==> config.mk <==
export PLATFORM = sky130hd
export DESIGN_NAME = probe_capture
export DESIGN_NICKNAME = d
export VERILOG_FILES = /design/src/rtl/probe_capture.sv
export SDC_FILE = /design/constraint.sdc
export NUM_CORES = 1
export LEC_CHECK = 0
export CORE_UTILIZATION = 53
export CTS_CLUSTER_DIAMETER = 80
export DETAILED_ROUTE_END_ITERATION = 10
export HOLD_SLACK_MARGIN = 0.15
export PLACE_DENSITY = 0.76
export SYNTH_ARGS = -nofsm -noshare
export SYNTH_HDL_FRONTEND = slang
export SYNTH_SLANG_ARGS = --single-unit
==> constraint.sdc <==
create_clock -name clock -period 2.3 [get_ports clock]
set_input_delay 0.345 -clock clock [delete_from_list [all_inputs] [get_ports clock]]
set_output_delay 0.345 -clock clock [all_outputs]
set_load 0.02 [all_outputs]
==> src/rtl/probe_capture.sv <==
// Probe capture FIFO with per-sample cycle timestamps and a run/finish/timeout watchdog.
// Define PROBE_CAPTURE_TIMESTAMP_EN to store cyc with each sample; otherwise rd_ts reads 0.
module probe_capture #(
  parameter int DATA_W     = 8,
  parameter int DEPTH      = 16,
  parameter int TS_W       = 16,
  parameter int MAX_CYCLES = 11
) (
  input  logic                     clock,
  input  logic                     reset,
  input  logic                     cap_en,
  input  logic [DATA_W-1:0]        probe,
  input  logic                     done,
  output logic                     rd_valid,
  input  logic                     rd_ready,
  output logic [DATA_W-1:0]        rd_data,
  output logic [TS_W-1:0]          rd_ts,
  output logic [$clog2(DEPTH):0]   count,
  output logic                     overflow,
  output logic                     finished,
  output logic                     timeout
);

  localparam int AW = $clog2(DEPTH);
  localparam int CW = AW + 1;
  localparam logic [TS_W-1:0] CYC_SAT    = '1;
  localparam logic [TS_W-1:0] CYC_LIMIT  = TS_W'(MAX_CYCLES);
  localparam logic [CW-1:0]   FULL_COUNT = CW'(DEPTH);

  typedef enum logic [1:0] {
    ST_RUN,
    ST_FINISHED,
    ST_TIMEOUT
  } state_t;

  logic [TS_W-1:0]   cyc_reg;
  logic [AW-1:0]     wr_ptr_reg;
  logic [AW-1:0]     rd_ptr_reg;
  logic [CW-1:0]     count_reg;
  logic [CW-1:0]     count_next;
  logic              overflow_reg;
  state_t            state_reg;
  logic              finished_reg;
  logic              timeout_reg;

  logic              full;
  logic              pop;
  logic              push;
  logic              drop;

  logic [DATA_W-1:0] data_mem [DEPTH];

  always_comb begin
    full = (count_reg == FULL_COUNT);
    pop  = (count_reg != '0) && rd_ready;
    // A pop in the same cycle frees the slot, so a full FIFO can still accept.
    push = cap_en && (!full || pop);
    drop = cap_en && full && !pop;
  end

  always_comb begin
    count_next = count_reg;
    case ({push, pop})
      2'b10:   count_next = count_reg + 1'b1;
      2'b01:   count_next = count_reg - 1'b1;
      default: count_next = count_reg;
    endcase
  end

  always_ff @(posedge clock) begin
    if (reset) begin
      cyc_reg      <= '0;
      wr_ptr_reg   <= '0;
      rd_ptr_reg   <= '0;
      count_reg    <= '0;
      overflow_reg <= 1'b0;
    end else begin
      if (cyc_reg != CYC_SAT)
        cyc_reg <= cyc_reg + 1'b1;
      if (push)
        wr_ptr_reg <= wr_ptr_reg + 1'b1;
      if (pop)
        rd_ptr_reg <= rd_ptr_reg + 1'b1;
      count_reg <= count_next;
      if (drop)
        overflow_reg <= 1'b1;
    end
  end

  // Storage is never cleared; occupancy alone decides what is valid.
  always_ff @(posedge clock) begin
    if (push && !reset)
      data_mem[wr_ptr_reg] <= probe;
  end

`ifdef PROBE_CAPTURE_TIMESTAMP_EN
  logic [TS_W-1:0] ts_mem [DEPTH];

  always_ff @(posedge clock) begin
    if (push && !reset)
      ts_mem[wr_ptr_reg] <= cyc_reg;
  end

  assign rd_ts = rd_valid ? ts_mem[rd_ptr_reg] : '0;
`else
  assign rd_ts = '0;
`endif

  always_ff @(posedge clock) begin
    if (reset) begin
      state_reg    <= ST_RUN;
      finished_reg <= 1'b0;
      timeout_reg  <= 1'b0;
    end else begin
      case (state_reg)
        ST_RUN: begin
          // done in the limit cycle itself still counts as a finish
          if (done && (cyc_reg <= CYC_LIMIT)) begin
            state_reg    <= ST_FINISHED;
            finished_reg <= 1'b1;
          end else if (cyc_reg == CYC_LIMIT) begin
            state_reg   <= ST_TIMEOUT;
            timeout_reg <= 1'b1;
          end
        end
        ST_FINISHED: begin
          state_reg    <= ST_FINISHED;
          finished_reg <= 1'b1;
          timeout_reg  <= 1'b0;
        end
        ST_TIMEOUT: begin
          state_reg    <= ST_TIMEOUT;
          finished_reg <= 1'b0;
          timeout_reg  <= 1'b1;
        end
        default: begin
          state_reg    <= ST_RUN;
          finished_reg <= 1'b0;
          timeout_reg  <= 1'b0;
        end
      endcase
    end
  end

  assign rd_valid = (count_reg != '0);
  assign rd_data  = rd_valid ? data_mem[rd_ptr_reg] : '0;
  assign count    = count_reg;
  assign overflow = overflow_reg;
  assign finished = finished_reg;
  assign timeout  = timeout_reg;

endmodule

==> impl_metrics.py <==
metrics = {
    "pwr": {
        "power_density_nw_per_um2": 1020,
        "ir_drop_mv": 0.7743,
        "p_sw_share_pct": 27.79,
        "p_switching_mw": 2.377,
        "combPwrFrac_pct": 27.1,
        "seqPwrFrac_pct": 40.0,
        "p_leak_nw": 2.793,
        "pwr-share-clk_pct": 32.9,
        "cell_internal_pwr_mw": 6.175,
    },
    "sta": {
        "fin_crit_ps": 2384,
        "clock.fmax_mhz": 419.4,
        "max_slew_margin_pct": 61.28,
        "finalSetupViolCount": 9,
        "hold_viol": 0,
        "skew_ps": 4.511,
        "rsz0062_at_grt": "yes",
        "maxSlewViolCount": 0,
        "post-route-period-util_pct": 103.7,
        "layout_setup_ws_ps": -84.29,
        "worst_slew_pin_slew_ps": 578.9,
        "worst_hold_slack_ps": 462.9,
    },
    "clock_network": {
        "htreeDepth": 4,
        "cts_buffers": 17,
        "cts_max_path_buffers": 2,
        "clock_latency_ps": 430,
        "path_clk_slew_ps": 60,
        "cts-root-buf": "clkbuf_16",
        "clock_sinks": 166,
        "cts_tree": "done",
    },
    "critical_path": {
        "start_kind": "flop",
        "path_max_fanout": 7,
        "path_class": "reg2out",
        "worstPathArrival_ps": 2040,
        "crit_required_ps": 1960,
        "worstSetupEndpointType": "output pin",
    },
    "synthesis": {
        "synthMuxAreaShare_pct": 14.63,
        "yosys.area_share.xor_xnor_pct": 1.002,
        "async_flop_share_pct": 0,
        "synth_top_family_by_area": "multiplexers",
        "syn-instance-count": 457,
        "synth_top_cell_area_share_pct": 54.96,
        "synth-seq-area-share_pct": 65.83,
        "synth_cell_types": 53,
        "synth_fa_ha_area_share_pct": 1.431,
        "synth_area_leaders": "edfxtp_1 55%, dfxtp_1 11%, mux4_2 10%",
        "synth_compound_area_share_pct": 5.134,
        "syn_area_um2": 6994,
        "yosysTopAreaCell": "edfxtp_1",
        "synth_warnings": 0,
        "synth-seq-cells": 166,
        "synthSimpleGateAreaFrac_pct": 8.336,
        "synth_edf_count": 128,
        "synth_top_flop_cell": "edfxtp_1",
        "syn_avg_cell_area_um2": 15.30,
    },
    "global_route": {
        "gr-usage-all-layers_pct": 22.43,
        "grt_pass1_wl_um": 21530,
        "grt_max_degree": 42,
        "grt-ovfl-total": 0,
        "first_global_vias": 4047,
        "antenna_found_initial": 0,
    },
    "detailed_routing": {
        "dr.pass1.iters": 4,
        "drtAntennaViolNets": 0,
        "wl_per_cell_um": 19.14,
        "drt_iter0_markers": 360,
        "avgViaCountPerCell": 5.651,
        "vias": 4029,
        "route.detailed.drc": 0,
        "wl_um": 13640,
    },
    "die": {
        "ioPinCount": 46,
        "dieHeight_um": 116.9,
        "die_w_um": 116.9,
        "start_util_pct": 54.98,
        "die-area_um2": 13660,
        "fp.coreArea_um2": 12720,
        "num_rows": 41,
    },
    "run_status": {
        "violations": "setup timing",
        "status": "finished, violations left",
    },
    "placement": {
        "hpwl_um": 8724,
        "place_area_um2": 7670,
        "gp_congestion": 0.8453,
        "io_buffers": 29,
    },
    "finish": {
        "area_growth_pct": 19.86,
        "nets": 549,
        "final_area_um2": 8383,
        "drive_above_1_share_pct": 26.25,
        "largest_reg_flops": 128,
        "n_fill_cell": 923,
        "insertedDiodeCount": 0,
    },
    "run": {
        "drv_cap": 0,
    },
    "min_path": {
        "worstHoldPathType": "reg2reg",
    },
}
-- metal layers --
| metal | vias to the layer above | part of all wire, % | global-route usage (%) |
|---|---|---|---|
| li1 | 1893 | - | - |
| met1 | 2003 | 40 | 27.29 |
| met2 | 104 | 53 | 38.46 |
| met3 | 29 | 4.3 | 5.252 |
| met4 | 0 | 2.4 | 9.789 |
| met5 | - | 0 | 0 |
-- critical path, stage by stage, from the launching register on --
cell	delay [ps]
dfxtp_4	420
buf_8	160
mux4_2	530
mux2i_2	200
o22ai_1	120
buf_4	180
-- kinds of logic after synthesis --
family | Yosys count
buffers and inverters | 43
AND/OR/NAND/NOR | 116
XOR/XNOR | 8
flip-flops | 166
AO/OA/AOI/OAI | 55
adder cells (fa/ha/maj) | 8
multiplexers | 60
other | 1
-- Yosys cell counts, types with 2 or more instances --
| master | count |
|---|---|
| mux2i_1 | 19 |
| ha_1 | 8 |
| dfxtp_1 | 38 |
| buf_2 | 5 |
| xor2_1 | 6 |
| o21ai_0 | 6 |
| mux2_2 | 8 |
| xnor2_1 | 2 |
| nand3_1 | 11 |
| o211ai_1 | 4 |
| mux4_2 | 32 |
| a31oi_1 | 2 |
| o22ai_1 | 8 |
| and3_1 | 4 |
| or4_1 | 2 |
| edfxtp_1 | 128 |
| nor3_1 | 10 |
| buf_1 | 3 |
| a21boi_0 | 2 |
| buf_6 | 3 |
| a211oi_1 | 4 |
| or2_2 | 2 |
| o21a_1 | 2 |
| nor2b_1 | 7 |
| nand2b_1 | 3 |
| a21oi_1 | 16 |
| inv_1 | 8 |
| and4_1 | 2 |
| or3_1 | 3 |
| o31ai_1 | 2 |
| buf_4 | 16 |
| nor2_1 | 42 |
| clkbuf_1 | 8 |
| nand2_1 | 13 |
| nor4_1 | 8 |
| nand4_1 | 3 |
-- final timing paths --
| path | cells after the start | from | slack [ps] | to |
|---|---|---|---|---|
| worst max-delay path | 5 | flop | -80 | rd_data[6] |
| worst min-delay path | 1 | state_reg[0] | 460 | timeout |
| worst max register to register | 9 | count[0] | -10 | count[4] |
| worst min register to register | 1 | state_reg[0] | 460 | timeout |
-- cell type report --
type                            count  area [um2]  share of cell area, %
Clock buffer                       18       429.2                  5.119
Clock inverter                     14       158.9                  1.896
Inverter                            8       30.03                 0.3582
Multi-Input combinational cell    263        2271                  27.09
Sequential cell                   166        4611                  55.00
Tap cell                          172       215.2                  2.567
Timing Repair Buffer               72       668.1                  7.970
-- metrics by stage --
step	setup slack [ps]	util [%]	setup TNS, ps	power (mW)	std cells
final	-84.29	65.89	-423.0	8.551	713
after floorplan	19.56	-	0	4.876	472
after global routing	-150.9	65.89	-1161	8.914	713
after CTS	-173.2	65.59	-1165	8.544	712
after global placement	-214.3	60.29	-590.3	5.570	674
after detailed placement	-331.2	60.29	-1299	5.638	674
-- cells in the final DEF (no fill, tap or decap), drive strengths merged, types with 6 or more instances in the layout --
cell type,synthesis,layout
a21oi,17,17
clkinv,0,6
nand3,11,11
nor4,8,8
dfxtp,38,38
mux2i,20,20
inv,8,9
mux4,32,32
o22ai,8,8
clkdlybuf4s50,0,20
conb,1,16
o21ai,6,6
ha,8,8
edfxtp,128,128
buf,27,51
xor2,6,6
nor2b,7,7
nor3,11,11
mux2,8,8
nor2,42,42
nand2,13,13
clkbuf,8,18
-- power groups by stage --
stage | registers, mW | logic [mW] | clock network (mW)
global placement | 3.47 | 2.10 | 0
finish | 3.42 | 2.32 | 2.81
floorplan | 3.54 | 1.34 | 0
CTS | 3.43 | 2.25 | 2.86
detailed placement | 3.48 | 2.16 | 0
global route | 3.44 | 2.48 | 3.00
-- what timing repair did --
item	in CTS	in global routing
hold buffers	0	0
endpoints found under the setup margin	9	10
pin swaps	4	5
resized for setup	46	14
gates cloned	1	0
buffers inserted	5	2
Note: power is estimated with default switching activity, not from simulation.
